==> config.mk <==
export PLATFORM = sky130hd
export DESIGN_NAME = data_loader_buffered_flat
export DESIGN_NICKNAME = d
export VERILOG_FILES = /design/src/rtl/data_loader_buffered_pkg.sv /design/src/rtl/data_loader_buffered_if.sv /design/src/rtl/data_loader_buffered_sync_fifo.sv /design/src/rtl/data_loader_buffered.sv /design/src/flat_wrapper.sv
export SDC_FILE = /design/constraint.sdc
export NUM_CORES = 1
export LEC_CHECK = 0
export BUFFER_PORTS_ARGS = -buffer_cell sky130_fd_sc_hd__buf_2
export CAP_MARGIN = 20
export CORE_MARGIN = 4
export CORE_UTILIZATION = 55
export DETAILED_ROUTE_END_ITERATION = 8
export GPL_ROUTABILITY_DRIVEN = 0
export MAX_ROUTING_LAYER = met4
export PLACE_DENSITY = 0.75
export SLEW_MARGIN = 20
export SYNTH_ARGS = -nofsm -noshare
export SYNTH_HDL_FRONTEND = slang
export SYNTH_HIERARCHICAL = 1
export SYNTH_SLANG_ARGS = --single-unit
==> constraint.sdc <==
create_clock -name clk_memory -period 5.1 [get_ports clk_memory]
set_clock_uncertainty 0.15 [all_clocks]
set_input_delay 0.51 -clock clk_memory [delete_from_list [all_inputs] [get_ports clk_memory]]
set_output_delay 0.51 -clock clk_memory [all_outputs]
set_load 0.03 [all_outputs]
==> src/rtl/data_loader_buffered_pkg.sv <==
// Shared types and helpers for the buffered data loader.
//   loader_state_t : serialiser state encoding (IDLE=0, ISSUE=1, WAIT=2)
//   WORD_BYTES     : bytes in one queued bridge word
//   byte_reverse   : converts a big-endian bridge word to little-endian order
//   is_pow2        : parameter sanity helper for the FIFO depth
package data_loader_buffered_pkg;

    typedef enum logic [1:0] {
        ST_IDLE  = 2'd0,
        ST_ISSUE = 2'd1,
        ST_WAIT  = 2'd2
    } loader_state_t;

    localparam int WORD_BYTES = 4;

    function automatic logic [31:0] byte_reverse(input logic [31:0] d);
        return {d[7:0], d[15:8], d[23:16], d[31:24]};
    endfunction

    function automatic bit is_pow2(input int v);
        return (v >= 2) && ((v & (v - 1)) == 0);
    endfunction

endpackage

==> src/rtl/data_loader_buffered_if.sv <==
// Bridge-write / memory-write bundle of the buffered data loader.
//   in_wr, in_endian_little, in_addr, in_data : bridge write (already in memory clock domain)
//   write_ack                                 : memory accepted the current beat (ack mode)
//   write_en, write_addr, write_data          : memory beat
//   busy, overflow                            : status
// master drives the bridge side, slave is the loader itself.
interface data_loader_buffered_if
    import data_loader_buffered_pkg::*;
#(
    parameter int ADDRESS_SIZE     = 14,
    parameter int OUTPUT_WORD_SIZE = 1
);

    logic                            in_wr;
    logic                            in_endian_little;
    logic [31:0]                     in_addr;
    logic [31:0]                     in_data;
    logic                            write_ack;
    logic                            write_en;
    logic [ADDRESS_SIZE:0]           write_addr;
    logic [8*OUTPUT_WORD_SIZE-1:0]   write_data;
    logic                            busy;
    logic                            overflow;

    modport master (
        output in_wr, in_endian_little, in_addr, in_data, write_ack,
        input  write_en, write_addr, write_data, busy, overflow
    );

    modport slave (
        input  in_wr, in_endian_little, in_addr, in_data, write_ack,
        output write_en, write_addr, write_data, busy, overflow
    );

endinterface

==> src/rtl/data_loader_buffered_sync_fifo.sv <==
// Single-clock FIFO used to queue bridge words ahead of the serialiser.
//   clk, rst          : clock, asynchronous active-high reset (empties the FIFO)
//   push, push_data   : enqueue; ignored when full unless a pop happens in the same cycle
//   pop, pop_data     : dequeue; pop_data is the head entry, taken from the storage registers
//   full, empty, count: occupancy, derived from a registered entry count
module data_loader_buffered_sync_fifo
    import data_loader_buffered_pkg::*;
#(
    parameter int WIDTH = 47,
    parameter int DEPTH = 4
) (
    input  logic                      clk,
    input  logic                      rst,
    input  logic                      push,
    input  logic [WIDTH-1:0]          push_data,
    input  logic                      pop,
    output logic [WIDTH-1:0]          pop_data,
    output logic                      full,
    output logic                      empty,
    output logic [$clog2(DEPTH):0]    count
);

    localparam int PW = $clog2(DEPTH);
    localparam logic [PW:0] COUNT_FULL = (PW+1)'(DEPTH);
    localparam logic [PW:0] COUNT_ZERO = (PW+1)'(0);

    logic [WIDTH-1:0] mem_r [DEPTH];
    logic [PW-1:0]    wr_ptr_r;
    logic [PW-1:0]    rd_ptr_r;
    logic [PW:0]      count_r;
    logic             push_ok_s;
    logic             pop_ok_s;

    // Qualify requests: popping empty is a no-op, pushing full needs a simultaneous pop.
    always_comb begin
        pop_ok_s  = pop && (count_r != COUNT_ZERO);
        push_ok_s = push && ((count_r != COUNT_FULL) || pop_ok_s);
    end

    // Pointer and occupancy bookkeeping; pointers wrap naturally since DEPTH is a power of 2.
    always_ff @(posedge clk or posedge rst) begin
        if (rst) begin
            wr_ptr_r <= PW'(0);
            rd_ptr_r <= PW'(0);
            count_r  <= COUNT_ZERO;
        end else begin
            if (push_ok_s) begin
                wr_ptr_r <= wr_ptr_r + PW'(1);
            end
            if (pop_ok_s) begin
                rd_ptr_r <= rd_ptr_r + PW'(1);
            end
            case ({push_ok_s, pop_ok_s})
                2'b10:   count_r <= count_r + (PW+1)'(1);
                2'b01:   count_r <= count_r - (PW+1)'(1);
                default: count_r <= count_r;
            endcase
        end
    end

    // Entry storage; contents need no reset because occupancy gates every read.
    always_ff @(posedge clk) begin
        if (push_ok_s) begin
            mem_r[wr_ptr_r] <= push_data;
        end
    end

    assign pop_data = mem_r[rd_ptr_r];
    assign full     = (count_r == COUNT_FULL);
    assign empty    = (count_r == COUNT_ZERO);
    assign count    = count_r;

endmodule

==> src/rtl/data_loader_buffered.sv <==
// Buffered data loader: queues 32-bit bridge writes that hit this loader's
// address window and serialises each into 4/2/1 memory beats.
//   clk_memory : single clock
//   reset      : asynchronous, active-high; empties the queue and abandons any partly sent word
//   bus        : slave side of data_loader_buffered_if (bridge write in, memory beat out,
//                busy / sticky overflow status)
// Pacing is either a fixed beat period (MODE_ACK=0) or a write_ack handshake (MODE_ACK=1).
module data_loader_buffered
    import data_loader_buffered_pkg::*;
#(
    parameter int ADDRESS_MASK_UPPER_4      = 0,
    parameter int ADDRESS_SIZE              = 14,
    parameter int OUTPUT_WORD_SIZE          = 1,
    parameter int FIFO_DEPTH                = 4,
    parameter int MODE_ACK                  = 0,
    parameter int WRITE_MEM_CLOCK_DELAY     = 10,
    parameter int WRITE_MEM_EN_CYCLE_LENGTH = 1
) (
    input  logic                  clk_memory,
    input  logic                  reset,
    data_loader_buffered_if.slave bus
);

    localparam int              AW     = ADDRESS_SIZE + 1;
    localparam int              DW     = 8 * OUTPUT_WORD_SIZE;
    localparam int              EW     = AW + 32;
    localparam int              FAW    = $clog2(FIFO_DEPTH);
    localparam int              CW     = $clog2(WRITE_MEM_CLOCK_DELAY + 1) + 1;
    localparam logic [2:0]      BEATS  = 3'(WORD_BYTES / OUTPUT_WORD_SIZE);
    localparam logic [CW-1:0]   EN_LEN = CW'(WRITE_MEM_EN_CYCLE_LENGTH);
    localparam logic [CW-1:0]   DELAY  = CW'(WRITE_MEM_CLOCK_DELAY);
    localparam logic [3:0]      MASK   = 4'(ADDRESS_MASK_UPPER_4);
    localparam logic [AW-1:0]   STEP   = AW'(OUTPUT_WORD_SIZE);

    // Parameter sanity, rejected at elaboration.
    if (OUTPUT_WORD_SIZE != 1 && OUTPUT_WORD_SIZE != 2 && OUTPUT_WORD_SIZE != 4) begin : g_bad_ows
        $error("data_loader_buffered: OUTPUT_WORD_SIZE must be 1, 2 or 4");
    end
    if (!is_pow2(FIFO_DEPTH)) begin : g_bad_depth
        $error("data_loader_buffered: FIFO_DEPTH must be a power of 2 and >= 2");
    end
    if (WRITE_MEM_EN_CYCLE_LENGTH < 1 || WRITE_MEM_CLOCK_DELAY < WRITE_MEM_EN_CYCLE_LENGTH) begin : g_bad_delay
        $error("data_loader_buffered: need 1 <= WRITE_MEM_EN_CYCLE_LENGTH <= WRITE_MEM_CLOCK_DELAY");
    end
    if (ADDRESS_SIZE > 27) begin : g_bad_asize
        $error("data_loader_buffered: ADDRESS_SIZE must leave in_addr[31:28] for the window select");
    end

    loader_state_t   state_r;
    logic            write_en_r;
    logic [AW-1:0]   write_addr_r;
    logic [DW-1:0]   write_data_r;
    logic [31:0]     shift_r;
    logic [2:0]      k_r;
    logic [CW-1:0]   cnt_r;
    logic            busy_r;
    logic            overflow_r;

    logic            addr_match_s;
    logic            push_s;
    logic            pop_s;
    logic            drop_s;
    logic [EW-1:0]   push_entry_s;
    logic [EW-1:0]   head_entry_s;
    logic            fifo_full_s;
    logic            fifo_empty_s;
    logic [FAW:0]    fifo_count_s;
    logic [FAW:0]    count_next_s;
    logic            beat_end_s;
    logic            last_beat_s;
    logic            idle_next_s;
    logic            busy_next_s;
    logic [31:0]     shift_next_s;
    logic            unused_addr_bits_s;

    // Address bits between the window select and the write address carry no meaning here.
    assign unused_addr_bits_s = ^bus.in_addr[27:AW];

    // Decode the bridge write and build the queued entry in little-endian byte order.
    always_comb begin
        addr_match_s = bus.in_wr && (bus.in_addr[31:28] == MASK);
        if (bus.in_endian_little) begin
            push_entry_s = {bus.in_addr[AW-1:0], bus.in_data};
        end else begin
            push_entry_s = {bus.in_addr[AW-1:0], byte_reverse(bus.in_data)};
        end
    end

    // Beat completion, pop decision and next-cycle occupancy used for busy.
    always_comb begin
        beat_end_s = 1'b0;
        case (state_r)
            ST_ISSUE: begin
                if (MODE_ACK != 0) begin
                    beat_end_s = bus.write_ack;
                end else begin
                    // With equal lengths there is no WAIT phase: the beat ends in ISSUE.
                    beat_end_s = (cnt_r == EN_LEN) && (EN_LEN == DELAY);
                end
            end
            ST_WAIT: beat_end_s = (cnt_r == DELAY);
            default: beat_end_s = 1'b0;
        endcase

        last_beat_s = ((k_r + 3'd1) == BEATS);

        // The next word is taken straight after the last beat, so there is no idle bubble.
        if (state_r == ST_IDLE) begin
            pop_s = !fifo_empty_s;
        end else if (beat_end_s && last_beat_s) begin
            pop_s = !fifo_empty_s;
        end else begin
            pop_s = 1'b0;
        end

        // A full queue still takes a write when the serialiser frees a slot this cycle.
        push_s = addr_match_s && (!fifo_full_s || pop_s);
        drop_s = addr_match_s && fifo_full_s && !pop_s;

        count_next_s = fifo_count_s + (FAW+1)'(push_s) - (FAW+1)'(pop_s);
        idle_next_s  = ((state_r == ST_IDLE) || (beat_end_s && last_beat_s)) && !pop_s;
        busy_next_s  = !idle_next_s || (count_next_s != (FAW+1)'(0));

        shift_next_s = shift_r >> DW;
    end

    data_loader_buffered_sync_fifo #(
        .WIDTH (EW),
        .DEPTH (FIFO_DEPTH)
    ) u_fifo (
        .clk       (clk_memory),
        .rst       (reset),
        .push      (push_s),
        .push_data (push_entry_s),
        .pop       (pop_s),
        .pop_data  (head_entry_s),
        .full      (fifo_full_s),
        .empty     (fifo_empty_s),
        .count     (fifo_count_s)
    );

    // Serialiser FSM with registered beat outputs and status flags.
    always_ff @(posedge clk_memory or posedge reset) begin
        if (reset) begin
            state_r      <= ST_IDLE;
            write_en_r   <= 1'b0;
            write_addr_r <= AW'(0);
            write_data_r <= DW'(0);
            shift_r      <= 32'd0;
            k_r          <= 3'd0;
            cnt_r        <= CW'(0);
            busy_r       <= 1'b0;
            overflow_r   <= 1'b0;
        end else begin
            busy_r <= busy_next_s;
            if (drop_s) begin
                overflow_r <= 1'b1;
            end

            if (pop_s) begin
                // Load a new word; its first beat starts next cycle.
                state_r      <= ST_ISSUE;
                write_en_r   <= 1'b1;
                write_addr_r <= head_entry_s[EW-1:32];
                shift_r      <= head_entry_s[31:0];
                write_data_r <= head_entry_s[DW-1:0];
                k_r          <= 3'd0;
                cnt_r        <= CW'(1);
            end else if (beat_end_s) begin
                if (last_beat_s) begin
                    state_r    <= ST_IDLE;
                    write_en_r <= 1'b0;
                end else begin
                    // Address advances by one beat width and wraps with the address width.
                    state_r      <= ST_ISSUE;
                    write_en_r   <= 1'b1;
                    write_addr_r <= write_addr_r + STEP;
                    shift_r      <= shift_next_s;
                    write_data_r <= shift_next_s[DW-1:0];
                    k_r          <= k_r + 3'd1;
                    cnt_r        <= CW'(1);
                end
            end else begin
                case (state_r)
                    ST_ISSUE: begin
                        // In ack mode the beat is simply held until write_ack.
                        if (MODE_ACK == 0) begin
                            if (cnt_r == EN_LEN) begin
                                state_r    <= ST_WAIT;
                                write_en_r <= 1'b0;
                            end
                            cnt_r <= cnt_r + CW'(1);
                        end
                    end
                    ST_WAIT: begin
                        cnt_r <= cnt_r + CW'(1);
                    end
                    default: begin
                        state_r    <= ST_IDLE;
                        write_en_r <= 1'b0;
                    end
                endcase
            end
        end
    end

    assign bus.write_en   = write_en_r;
    assign bus.write_addr = write_addr_r;
    assign bus.write_data = write_data_r;
    assign bus.busy       = busy_r;
    assign bus.overflow   = overflow_r;

endmodule

==> src/flat_wrapper.sv <==
// flat-port wrapper written by rule: the top's interface ports become plain ports
module data_loader_buffered_flat import data_loader_buffered_pkg::*;
#(
    parameter int ADDRESS_MASK_UPPER_4      = 0,
    parameter int ADDRESS_SIZE              = 14,
    parameter int OUTPUT_WORD_SIZE          = 1,
    parameter int FIFO_DEPTH                = 4,
    parameter int MODE_ACK                  = 0,
    parameter int WRITE_MEM_CLOCK_DELAY     = 10,
    parameter int WRITE_MEM_EN_CYCLE_LENGTH = 1
)
  (clk_memory, reset, bus_in_wr, bus_in_endian_little, bus_in_addr, bus_in_data, bus_write_ack, bus_write_en, bus_write_addr, bus_write_data, bus_busy, bus_overflow);
  data_loader_buffered_if #(.ADDRESS_SIZE(ADDRESS_SIZE), .OUTPUT_WORD_SIZE(OUTPUT_WORD_SIZE)) bus_i ();
  input  logic clk_memory;
  input  logic reset;
  input wire logic [$bits(bus_i.in_wr)-1:0] bus_in_wr;
  input wire logic [$bits(bus_i.in_endian_little)-1:0] bus_in_endian_little;
  input wire logic [$bits(bus_i.in_addr)-1:0] bus_in_addr;
  input wire logic [$bits(bus_i.in_data)-1:0] bus_in_data;
  input wire logic [$bits(bus_i.write_ack)-1:0] bus_write_ack;
  output wire logic [$bits(bus_i.write_en)-1:0] bus_write_en;
  output wire logic [$bits(bus_i.write_addr)-1:0] bus_write_addr;
  output wire logic [$bits(bus_i.write_data)-1:0] bus_write_data;
  output wire logic [$bits(bus_i.busy)-1:0] bus_busy;
  output wire logic [$bits(bus_i.overflow)-1:0] bus_overflow;
  assign bus_i.in_wr = bus_in_wr;
  assign bus_i.in_endian_little = bus_in_endian_little;
  assign bus_i.in_addr = bus_in_addr;
  assign bus_i.in_data = bus_in_data;
  assign bus_i.write_ack = bus_write_ack;
  assign bus_write_en = bus_i.write_en;
  assign bus_write_addr = bus_i.write_addr;
  assign bus_write_data = bus_i.write_data;
  assign bus_busy = bus_i.busy;
  assign bus_overflow = bus_i.overflow;
  data_loader_buffered #(.ADDRESS_MASK_UPPER_4(ADDRESS_MASK_UPPER_4), .ADDRESS_SIZE(ADDRESS_SIZE), .OUTPUT_WORD_SIZE(OUTPUT_WORD_SIZE), .FIFO_DEPTH(FIFO_DEPTH), .MODE_ACK(MODE_ACK), .WRITE_MEM_CLOCK_DELAY(WRITE_MEM_CLOCK_DELAY), .WRITE_MEM_EN_CYCLE_LENGTH(WRITE_MEM_EN_CYCLE_LENGTH)) u_core (.clk_memory(clk_memory), .reset(reset), .bus(bus_i));
endmodule
==> Yosys cells after proc, flatten, opt, wreduce, memory -nomap -nowiden <==
Memories as Yosys holds them, arrays and structs flattened.
Cells that the tools add are included.
{ "totals": {"register_bits": 75, "latchBits": 0, "mem_bits_rw": 188, "romBits": 0, "in_bits": 69, "out_inout_bits": 26, "wordCells": 96, "n_memories": 1} }
{ "classes": {"addsub": 9, "mul": 0, "n_div": 0, "magnitude_cmp": 0, "n_eq_ne": 13, "n_shift": 0, "n_mux": 33, "n_bitwise": 0, "reduce_logical": 28} }
{ "mem_list": {"columns": ["name", "depth", "word_bits", "rd", "rd_clocked_by_memory_dff", "write_ports", "line_no", "source"], "rows": [
  ["u_core.u_fifo.mem_r", 4, 47, 1, 0, 1, "data_loader_buffered_sync_fifo.sv:27", "logic [WIDTH-1:0] mem_r [DEPTH];"]
]} }
{ "op_table": {"columns": ["cell", "count"], "rows": [
  ["$mux W32", 4],
  ["$mux W15", 3],
  ["$mux W8", 3],
  ["$mux W5", 4],
  ["$add A15 B1 Y15 const B", 1],
  ["$mux W1", 10],
  ["$mux W3", 3],
  ["$reduce_bool A3 Y1", 3],
  ["$logic_and A1 B1 Y1", 8],
  ["$add A3 B1 Y3 const B", 2],
  ["$eq A3 B3 Y1 const B", 2],
  ["$mux W2", 3],
  ["$ne A3 B3 Y1 const B", 2],
  ["$pmux W3 S2", 1],
  ["$reduce_and A2 Y1", 3],
  ["$add A5 B1 Y5 const B", 1],
  ["$eq A5 B1 Y1 const B", 1],
  ["$eq A5 B4 Y1 const B", 1],
  ["$add A2 B1 Y2 const B", 2],
  ["$eq A2 B1 Y1 const B", 2],
  ["$eq A2 B2 Y1 const B", 2],
  ["$logic_not A1 Y1", 4],
  ["$logic_not A4 Y1", 1],
  ["$logic_or A1 B1 Y1", 4],
  ["other kinds (12)", 13]
]} }

==> Depth between registers and ports, before layout <==
Gate-level depths: netlist of run 1.
{ "depth": {"word_depth": 11, "depth_mapped": 16} }

==> By module <==
Netlist of run 1, hierarchy kept.
{ "modules_own_cells": {"columns": ["module", "n_inst", "cells_per_inst", "area_each_um2", "seq_area_each_um2"], "rows": [
  ["data_loader_buffered_sync_fifo", 1, 285, 7213.2, 5820.6],
  ["data_loader_buffered", 1, 359, 3539.6, 1476.4]
]} }

==> Least setup slack after synthesis of run 1 <==
No wires, ideal clock.
{ "synth_timing": {"path_kind": "register to register", "start": "register u_core/bus.write_en (netlist name)", "end": "memory u_core.u_fifo.mem_r[0][0] (enable)", "setup_ps": 383, "arrival_time_ps": 2752, "path_slack_ps": 1815, "path_stages_with_launch": 11, "n_path_buf": 3, "cell_sequence": "dfrtp_1 -> inv_1 -> ha_1 -> nor4bb_1 -> buf_4 -> a41oi_2 -> buf_2 -> buf_2 -> a21oi_1 -> o21a_4 -> and2_2"} }
{ "synth_rtl": {"columns": ["element", "line_no"], "rows": [
  ["end: declaration", "data_loader_buffered_sync_fifo.sv:27"]
]} }

==> Worst setup path in the final report of run 1 <==
{ "layout_timing": {"start": "register u_core.cnt_r[0]", "end": "memory u_core.u_fifo.mem_r[1][19] (enable)"} }
{ "layout_via": {"elab_chain_len": 10, "word_cells_on_any_way": 12} }
{ "layout_rtl": {"columns": ["element", "line_no", "source"], "rows": [
  ["start: declaration", "data_loader_buffered.sv:55", "logic [CW-1:0] cnt_r;"],
  ["start signal: assignment", "data_loader_buffered.sv:192", "cnt_r <= cnt_r + CW'(1);"],
  ["start signal: assignment", "data_loader_buffered.sv:196", "cnt_r <= cnt_r + CW'(1);"],
  ["$eq A5 B4 Y1 (*)", "data_loader_buffered.sv:101", "ST_WAIT: beat_end_s = (cnt_r == DELAY);"],
  ["$mux W1 (*)", null, null],
  ["$logic_and A1 B1 Y1 (*)", "data_loader_buffered.sv:110", "end else if (beat_end_s && last_beat_s) begin"],
  ["$mux W1 (*)", "data_loader_buffered.sv:110", null],
  ["$mux W1 (*)", "data_loader_buffered.sv:108", "if (state_r == ST_IDLE) begin"],
  ["$logic_or A1 B1 Y1 / $logic_and A1 B1 Y1 (equally long branches)", "data_loader_buffered.sv:117, data_loader_buffered_sync_fifo.sv:36", null],
  ["$logic_and A1 B1 Y1 / $logic_or A1 B1 Y1 (equally long branches)", "data_loader_buffered.sv:117, data_loader_buffered_sync_fifo.sv:37", null],
  ["$logic_and A1 B1 Y1 (*)", "data_loader_buffered_sync_fifo.sv:37", "push_ok_s = push && ((count_r != COUNT_FULL) || pop_ok_s);"],
  ["$mux W1 (*)", "data_loader_buffered_sync_fifo.sv:63", "if (push_ok_s) begin"],
  ["$mux W1 (not written as such) (*)", "data_loader_buffered_sync_fifo.sv:64", "mem_r[wr_ptr_r] <= push_data;"]
]} }
Mark *: on every way between the ends. The rest lies on a longest branch, timed or not.

==> results of run 1 <==
-- layout by cell type, fill, tap and decap left out, types with 11 or more instances in the layout --
master     synthesis  final
nand3_1           11     11
o21ai_0           38     38
nand2_1           57     57
a31oi_1           12     12
clkbuf_16          0     25
mux4_2            47     47
dfrtp_1           66     64
mux2_2            34     34
nor2_1            11     11
ha_1              16     16
buf_4             24     11
inv_1             18     17
edfxtp_1         188    188
mux2i_1           27     27
xor2_1            11     11
buf_2              7     80
-- worst max-delay path by stage --
stage	cells past startpoint	to	slack [ns]
2_1_floorplan	10	u_core/u_fifo/mem_r[0][0]	1.81
3_3_place_gp	10	u_core/u_fifo/mem_r[1][11]	1.32
3_5_place_dp	10	u_core/u_fifo/mem_r[1][11]	1.17
4_1_cts	10	u_core/u_fifo/mem_r[1][2]	1.16
5_1_grt	10	u_core/u_fifo/mem_r[1][11]	0.94
6_report	10	u_core/u_fifo/mem_r[1][19]	1.19
-- critical path, stage by stage, from the launching register on --
cell and delay [ns]:
dfrtp_1 0.41, inv_1 0.09, ha_1 0.15, nor4bb_4 0.28
buf_4 0.29, a41oi_2 0.15, buf_4 0.29, inv_2 0.45
o21a_4 0.27, and2_2 0.46, buf_4 0.53
-- sequential cells by signal (all words and copies together), names as in the netlist --
register	cells
u_core/bus.write_en	1
u_core/u_fifo/mem_r	188
u_core/bus.busy	1
u_core/u_fifo/wr_ptr_r	2
u_core/bus.write_data	7
u_core/bus.overflow	1
u_core/shift_r	25
u_core/u_fifo/rd_ptr_r	2
u_core/state_r	1
u_core/k_r	3
u_core/bus.write_addr	15
u_core/u_fifo/count	3
u_core/cnt_r	5
-- power groups by stage --
| stage | clock (mW) | combinational (mW) | sequential [mW] |
|---|---|---|---|
| after floorplan | 0 | 1.55 | 2.83 |
| after global placement | 0 | 1.87 | 2.84 |
| after detailed placement | 0 | 1.95 | 2.87 |
| after CTS | 1.72 | 1.97 | 2.83 |
| after global routing | 1.82 | 2.15 | 2.87 |
| final | 1.69 | 1.96 | 2.82 |
-- layer usage --
layer  part of all wire [%]  global-route usage [%]  wire, microns
met3                    5.8                    3.10           1200
met4                    1.7                    5.03            356
met2                     52                    34.1          10800
met1                     40                    26.0           8370
met5                      0                       -              0
-- cells by family after synthesis --
| kind of cell | after synthesis | share of synthesized area, % |
|---|---|---|
| compound gates | 67 | 3.87 |
| xor+xnor | 16 | 1.30 |
| fa+ha+maj | 18 | 2.23 |
| buf+inv | 61 | 3.12 |
| flops | 254 | 67.9 |
| mux | 109 | 16.1 |
| simple gates | 119 | 5.55 |
-- layout make-up --
class,count,area [sq um],area share (%)
sequential,254,7300,60.4
multi-input combinational,329,3140,25.9
clock buffer,31,658,5.45
timing repair buffer,92,493,4.08
tap,260,325,2.69
clock inverter,14,101,0.839
inverter,19,71.3,0.590
antenna,1,2.50,0.0207
==> results.sh, run 1 <==
export IMPL_stdcell_count=1000
export IMPL_cts_root_buf="clkbuf_16"
export IMPL_start_kind="flip-flop"
export IMPL_hp_start="bus_in_addr[1]"
export IMPL_vias=5774
export IMPL_ys_ff_latch=254
export IMPL_antenna_left=0
export IMPL_pwr_share_seq_pct=43.6
export IMPL_dpl_hpwl_microns=13100
export IMPL_dp_cells=953
export IMPL_min_path_type="in2reg"
export IMPL_synthArstFlopShare_pct=26.0
export IMPL_grt_overflow=0
export IMPL_leakagePower_nw=4.57
export IMPL_num_fill_cells=1299
export IMPL_syn_area_sq_um=10800
export IMPL_wl_microns=20700
export IMPL_die_h_microns=148
export IMPL_clk_latency_ns=0.51
export IMPL_fin_util_pct=63.8
export IMPL_fin_area_sq_um=12100
export IMPL_crit_type="reg2reg"
export IMPL_cts_hold_buf=1
export IMPL_drcViolationCount=0
export IMPL_fin_ws_ns=1.19
export IMPL_grt_pass1_wl_microns=33600
export IMPL_min_to="u_core/u_fifo/mem_r[3][33]"
export IMPL_drive_gt1_share_pct=30.6
export IMPL_start_util_pct=56.7
export IMPL_cts_tree="built"
export IMPL_ios=95
export IMPL_dr_pass1_iters=5
export IMPL_synth_cell_types=50
export IMPL_die_width_microns=148
export IMPL_hold_violations=0
export IMPL_crit_required_ns=5.09
export IMPL_post_place_ws_ns=1.17
export IMPL_drv_slew=0
export IMPL_fin_crit_ns=3.91
export IMPL_synth_top_area_share_pct=52.5
export IMPL_total_power_mw=6.47
export IMPL_h_tree_depth=1
export IMPL_status="finished clean"
export IMPL_holdWs_ns=0.0705
export IMPL_grt_antenna_before_repair=1
export IMPL_syn_area_per_cell_sq_um=16.7
export IMPL_grt_max_degree=53
export IMPL_cts_buffers=25
export IMPL_power_internal_mw=4.31
export IMPL_irDropWorstVdd_mv=0.261
export IMPL_slew_headroom_pct=41.3
export IMPL_row_count=50
export IMPL_period_share_pct=76.7
export IMPL_rsz0062_at_grt="false"
export IMPL_drt_initial_drc_count=416
export IMPL_crit_path_end_kind="flip-flop"
export IMPL_power_density_nw_per_um2=535
export IMPL_yosys_top_cells_area="edfxtp_1, dfrtp_1, mux4_2"
export IMPL_rr_startpoint="u_core/cnt_r[0]"
export IMPL_power_switching_share_pct=33.4
export IMPL_r2r_end="u_core/u_fifo/mem_r[1][19]"
export IMPL_yosysTopAreaCell="edfxtp_1"
export IMPL_synth_common_cells="edfxtp_1, dfrtp_1, nand2_1, mux4_2, o21ai_0"
export IMPL_viasPerCell=5.77
export IMPL_crit_start="u_core/cnt_r[0]"
export IMPL_clockPowerShare_pct=26.1
export IMPL_p_switching_mw=2.16
export IMPL_reg2reg_depth=10
export IMPL_dpl_cell_area_sq_um=11300
export IMPL_postCtsResizedCells=0
export IMPL_cts_path_max_buffers=3
export IMPL_dieArea_sq_um=21900
export IMPL_port_buffers=80
export IMPL_final_nets=808
export IMPL_hold_depth=1
export IMPL_ys_flop_type="edfxtp_1"
export IMPL_wl_per_cell_microns=20.7
export IMPL_crit_fanout=34
export IMPL_rrSetupSlack_ns=1.19
export IMPL_syn_inst=644
export IMPL_max_freq_mhz=256
export IMPL_cts_num_sinks=254
export IMPL_synth_edf_count=188
export IMPL_pwr_share_comb_pct=30.3
export IMPL_core_area_sq_um=19000
export IMPL_post_cts_setup_buffers=0
export IMPL_tightest_slew_ns=0.880
export IMPL_first_global_vias=6251
export IMPL_setup_viol=0
export IMPL_area_growth_pct=12.4
export IMPL_fin_tns_setup_ns=0
export IMPL_cap_violations=0
export IMPL_yosys_cell_count_top_type="edfxtp_1"
export IMPL_synthesis_nets=731
export IMPL_synth_warning_count=6
export IMPL_arrival_ns=3.91
export IMPL_clk_pin_slew_ns=0.06
export IMPL_grt_usage_pct=20.1
export IMPL_yosysSeqAreaShare_pct=67.9
Note: power is estimated with default switching activity, not from simulation.
==> inputs of run 2 (changes only) <==
ABC_AREA = 1   (was default)
PLACE_DENSITY = 0.74   (was 0.75)
clock period = 4.05 ns   (was 5.1 ns; I/O delays follow)
==> run 2 against run 1 <==
Clock power grew 30%. Core utilization down 0.72 points. Synthesized area rose by 5.2%. Synthesized cell count is 66% higher. Sequential power increased by 24%. Design area increased by 5.5%.
==> results.sh, run 2 <==
export IMPL_cts_num_sinks=254
export IMPL_synth_warning_count=6
export IMPL_dpl_hpwl_microns=13900
export IMPL_largest_reg_flops=188
export IMPL_crit_type="reg2reg"
export IMPL_area_growth_pct=12.7
export IMPL_final_cell_mix="edfxtp_1, nand2_1, nor2_1, o21ai_1, buf_2"
export IMPL_grt_antenna_before_repair=0
export IMPL_seqCellArea_sq_um=7300
export IMPL_yosysSeqAreaShare_pct=64.5
export IMPL_vias=7705
export IMPL_power_density_nw_per_um2=688
export IMPL_crit_family="simple AND/OR/NAND/NOR gates"
export IMPL_antenna_cells=0
export IMPL_cp_slowest_stage_delay_ns=0.42
export IMPL_yosysTopAreaCell="edfxtp_1"
export IMPL_synthesis_nets=1155
export IMPL_fin_ws_ns=0.730
export IMPL_core_area_sq_um=20200
export IMPL_crit_path_end_kind="flip-flop"
export IMPL_wl_per_cell_microns=15.9
export IMPL_final_nets=1229
export IMPL_start_util_pct=55.9
export IMPL_die_width_microns=151
export IMPL_start_kind="flip-flop"
export IMPL_die_h_microns=151
export IMPL_syn_area_per_cell_sq_um=10.6
export IMPL_leakagePower_nw=5.07
export IMPL_grt_pass1_wl_microns=36500
export IMPL_path_buf_inv=2
export IMPL_syn_inst=1068
export IMPL_tightest_slew_ns=0.924
export IMPL_arrival_ns=3.60
export IMPL_row_count=52
export IMPL_irDropWorstVdd_mv=0.383
export IMPL_grt_overflow=0
export IMPL_dieArea_sq_um=22900
export IMPL_clk_pin_slew_ns=0.06
export IMPL_h_tree_depth=1
export IMPL_dr_pass1_iters=6
export IMPL_max_freq_mhz=301
export IMPL_port_buffers=80
export IMPL_drive_gt1_share_pct=14.7
export IMPL_multi_input_area_sq_um=3400
export IMPL_cpMaxStageDelayCell="dfrtp_1"
export IMPL_ys_flop_type="edfxtp_1"
export IMPL_num_fill_cells=1536
export IMPL_synth_edf_count=188
export IMPL_largest_register="u_core/u_fifo/mem_r"
export IMPL_yosys_top_cells_area="edfxtp_1, dfrtp_1, nand2_1"
export IMPL_post_place_ws_ns=0.785
export IMPL_cts_tree="built"
export IMPL_drv_slew=0
export IMPL_crit_required_ns=4.33
export IMPL_mostFrequentLayoutCell="edfxtp_1"
export IMPL_ys_ff_latch=254
export IMPL_cp_cell_sequence="inv_1 > ha_1 > nand2_1 > nor2_2 > nand3_2 > nand2_4 > nand2_4 > a21oi_1 > nand2_1 > ha_1 > inv_1 > fa_1 > o21ai_0"
export IMPL_viasPerCell=5.38
export IMPL_slew_headroom_pct=38.4
export IMPL_fin_crit_ns=3.32
export IMPL_fin_area_sq_um=12800
export IMPL_status="finished clean"
export IMPL_total_power_mw=8.78
export IMPL_cts_buffers=25
export IMPL_drt_initial_drc_count=654
export IMPL_hold_violations=0
export IMPL_period_share_pct=82.0
export IMPL_ios=95
export IMPL_synthArstFlopShare_pct=26.0
export IMPL_cts_root_buf="clkbuf_16"
export IMPL_dpl_cell_area_sq_um=11800
export IMPL_min_path_type="in2reg"
export IMPL_cap_violations=0
export IMPL_antenna_left=0
export IMPL_setup_viol=0
export IMPL_wl_microns=22800
export IMPL_synth_top_area_share_pct=49.9
export IMPL_syn_area_sq_um=11300
export IMPL_clk_latency_ns=0.51
export IMPL_grt_max_degree=97
export IMPL_drcViolationCount=0
export IMPL_yosys_cell_count_top_type="edfxtp_1"
export IMPL_synth_common_cells="edfxtp_1, nand2_1, nor2_1, o21ai_1, o21ai_0"
export IMPL_cts_path_max_buffers=3
export IMPL_crit_fanout=23
export IMPL_first_global_vias=7143
export IMPL_synth_cell_types=40
export IMPL_grt_usage_pct=20.6
export IMPL_rsz0062_at_grt="false"
export IMPL_postCtsResizedCells=0
run 2: worst min-delay path, delay by kind of cell:
| kind | cells | cell delay [ns] |
|---|---|---|
| AO/OA/AOI/OAI | 1 | 0.08 |
| buffers and inverters | 1 | 0.09 |
| AND/OR/NAND/NOR | 1 | 0.08 |
run 2: timing repair:
item / 4_1_cts / 5_1_grt
setup buffers: 0 / 0
hold endpoints to repair: 102 / 0
hold buffers: 16 / 0
run 2: report_power, final:
| part | internal [mW] | total [mW] | switching, mW |
|---|---|---|---|
| registers | 3.16 | 3.49 | 0.335 |
| clock network | 1.30 | 2.20 | 0.905 |
| logic | 0.970 | 3.08 | 2.11 |
| total | 5.43 | 8.78 | 3.35 |
run 2: cell families after synthesis:
logic type      synth area share [%]
buf+inv                         5.73
xor+xnor                       0.851
flops                           64.5
simple gates                    17.6
compound gates                  9.19
fa+ha+maj                       2.12
run 2: cell type report:
type,count,area share (%)
Timing Repair Buffer,106,5.38
Tap cell,270,2.65
Clock buffer,33,5.30
Sequential cell,254,57.2
Clock inverter,13,0.893
Inverter,64,1.90
Multi-Input combinational cell,691,26.7
run 2: worst paths after layout:
check,start,end,cells after the start,slack [ns]
setup / recovery,u_core/bus.write_en,u_core/u_fifo/count[1],13,0.73
hold / removal,bus_in_wr,u_core/bus.overflow,3,0.05
setup reg to reg,u_core/bus.write_en,u_core/u_fifo/count[1],13,0.73
hold reg to reg,u_core/shift_r[27],u_core/shift_r[27],2,0.32
max in group asynchronous,reset,u_core/k_r[2],4,2.44
min in group asynchronous,reset,u_core/u_fifo/count[2],3,0.25
run 2: through the flow:
stage          utilization, %  TNS (ns)  instances  hold WS (ns)
4_1_cts                  63.0         0       1431        0.0243
2_1_floorplan               -    -98.09       1068        0.0584
6_report                 63.0         0       1431        0.0458
3_5_place_dp             58.3         0       1369         0.225
5_1_grt                  63.0         0       1431        0.0341
3_3_place_gp             58.3         0       1369         0.217
run 2: layer usage:
metal / routed length (microns) / GRT usage, % / part of all wire (%) / vias up
met5: 0 / - / 0 / -
met4: 278 / 3.67 / 1.2 / 0
met3: 1430 / 2.78 / 6.3 / 27
met2: 10500 / 32.3 / 46 / 217
met1: 10500 / 29.6 / 46 / 3690
li1: - / - / - / 3771
==> inputs of run 3 (changes only) <==
ABC_AREA = 0   (was 1)
CORE_UTILIZATION = 54   (was 55)
PLACE_DENSITY = 0.76   (was 0.74)
clock period = 3.05 ns   (was 4.05 ns; I/O delays follow)
==> run 3 against run 2 <==
Wire length decreased by 6.5%. Sequential power increased by 33%. Critical path depth decreased by 1. Die area decreased by 3.1%. Combinational power increased by 16%. Count of clock-buffer cells in the layout increased by 3. Via count decreased by 22%. Hold slack got worse by 0.030 ns. First-iteration DRC count decreased by 29%. Core utilization increased by 1.5 points. Design area decreased by 1.2%. Largest power group unchanged.
==> results.sh, run 3 (synthesis results as in run 1) <==
export IMPL_hold_violations=0
export IMPL_power_density_nw_per_um2=883
export IMPL_grt_max_degree=59
export IMPL_die_width_microns=149
export IMPL_first_global_vias=6399
export IMPL_h_tree_depth=1
export IMPL_fin_tns_setup_ns=0
export IMPL_area_growth_pct=17.2
export IMPL_seqCellArea_sq_um=7300
export IMPL_clk_latency_ns=0.51
export IMPL_min_path_type="in2reg"
export IMPL_reg2reg_depth=12
export IMPL_stdcell_count=1044
export IMPL_slew_headroom_pct=49.4
export IMPL_grt_overflow=0
export IMPL_arrival_ns=3.16
export IMPL_crit_type="reg2reg"
export IMPL_period_share_pct=94.7
export IMPL_grt_usage_pct=20.1
export IMPL_dr_pass1_iters=5
export IMPL_drcViolationCount=0
export IMPL_die_h_microns=149
export IMPL_tightest_slew_ns=0.759
export IMPL_leakagePower_nw=4.81
export IMPL_cts_tree="built"
export IMPL_fin_crit_ns=2.89
export IMPL_post_place_ws_ns=0.123
export IMPL_cts_num_sinks=254
export IMPL_wl_per_cell_microns=20.4
export IMPL_vias=5986
export IMPL_multi_input_area_sq_um=3150
export IMPL_ios=95
export IMPL_crit_fanout=6
export IMPL_final_cell_mix="edfxtp_1, buf_2, dfrtp_1, nand2_1, mux4_2"
export IMPL_largest_reg_flops=188
export IMPL_dpl_hpwl_microns=13200
export IMPL_grt_antenna_before_repair=1
export IMPL_dieArea_sq_um=22200
export IMPL_dpl_cell_area_sq_um=11500
export IMPL_start_util_pct=55.1
export IMPL_antenna_left=0
export IMPL_dp_cells=971
export IMPL_num_fill_cells=1362
export IMPL_final_nets=846
export IMPL_drt_initial_drc_count=464
export IMPL_viasPerCell=5.73
export IMPL_crit_required_ns=3.32
export IMPL_grt_pass1_wl_microns=34200
export IMPL_status="finished clean"
export IMPL_core_area_sq_um=19500
export IMPL_cap_violations=0
export IMPL_clk_pin_slew_ns=0.06
export IMPL_largest_register="u_core/u_fifo/mem_r"
export IMPL_drv_slew=0
export IMPL_cts_buffers=25
export IMPL_crit_path_end_kind="flip-flop"
export IMPL_hold_depth=2
export IMPL_wl_microns=21300
export IMPL_cts_root_buf="clkbuf_16"
export IMPL_fin_ws_ns=0.160
export IMPL_port_buffers=80
export IMPL_irDropWorstVdd_mv=0.505
export IMPL_drive_gt1_share_pct=32.3
export IMPL_start_kind="flip-flop"
export IMPL_mostFrequentLayoutCell="edfxtp_1"
export IMPL_fin_area_sq_um=12600
export IMPL_total_power_mw=11.1
export IMPL_cts_path_max_buffers=3
export IMPL_row_count=51
export IMPL_setup_viol=0
export IMPL_max_freq_mhz=346
run 3: changes by cell type in the layout (fill, tap and decap cells not counted), sizes merged, moves of 12 or more:
cell   previous run  this run
nand2           202        58
nand3            65        12
inv              65        20
o21ai           162        40
a31oi             0        12
mux2i             0        27
mux4              0        47
mux2              0        35
buf              90       108
a21oi            22         5
nor2            181        11
run 3: worst paths after layout:
kind / startpoint / to / slack (ns)
worst max-delay path: u_core/bus.write_en / u_core/u_fifo/count[2] / 0.16
worst min-delay path: bus_in_data[11] / u_core/u_fifo/mem_r[0][19] / 0.02
worst max register to register: u_core/bus.write_en / u_core/u_fifo/count[2] / 0.16
worst min register to register: u_core/bus.overflow / u_core/bus.overflow / 0.33
max in group asynchronous: reset / u_core/bus.write_en / 1.75
min in group asynchronous: reset / u_core/u_fifo/wr_ptr_r[1] / 0.17
run 3: power by group:
| group | switching, mW | total [mW] | leakage, nW | internal [mW] |
|---|---|---|---|---|
| logic | 2.00 | 3.56 | 1.93 | 1.57 |
| registers | 0.438 | 4.65 | 2.49 | 4.21 |
| clock network | 1.20 | 2.91 | 0.399 | 1.72 |
run 3: metal layers:
layer  global-route usage (%)  share of wire (%)  vias to the layer above
li1                         -                  -                     2689
met1                     25.7                 41                     3081
met2                     34.5                 53                      178
met3                     2.61                4.6                       38
met4                     5.26                1.8                        0
met5                        -                  0                        -
run 3: timing repair:
action	CTS	global route
gates resized for setup	0	3
buffers inserted	0	4
endpoints found under the setup margin	0	2
hold buffers	22	0
hold endpoints to repair	108	0
run 3: cell type report:
| cell class | count | share of cell area (%) |
|---|---|---|
| multi-input cells | 329 | 25.0 |
| clock buffers | 36 | 5.69 |
| clock inverters | 10 | 0.645 |
| flip-flops and latches | 254 | 57.9 |
| repair buffers | 130 | 7.49 |
| well taps | 265 | 2.63 |
| diodes | 1 | 0.0199 |
| inverters | 19 | 0.566 |
run 3: stage by stage:
stage	hold slack, ns	utilization [%]
finish	0.0153	64.5
global route	0.0163	64.5
CTS	0.000583	64.3
detailed placement	0.143	59.1
global placement	0.143	59.1
floorplan	-0.0416	-
run 3: worst max-delay path: stages, from the launching register on:
cell	delay, ns
dfrtp_2	0.43
inv_2	0.08
ha_2	0.18
nor4bb_4	0.38
a41oi_4	0.22
inv_2	0.15
o31a_2	0.19
ha_1	0.18
inv_1	0.06
fa_1	0.37
xor2_1	0.15
nor2_1	0.12
xor2_1	0.15
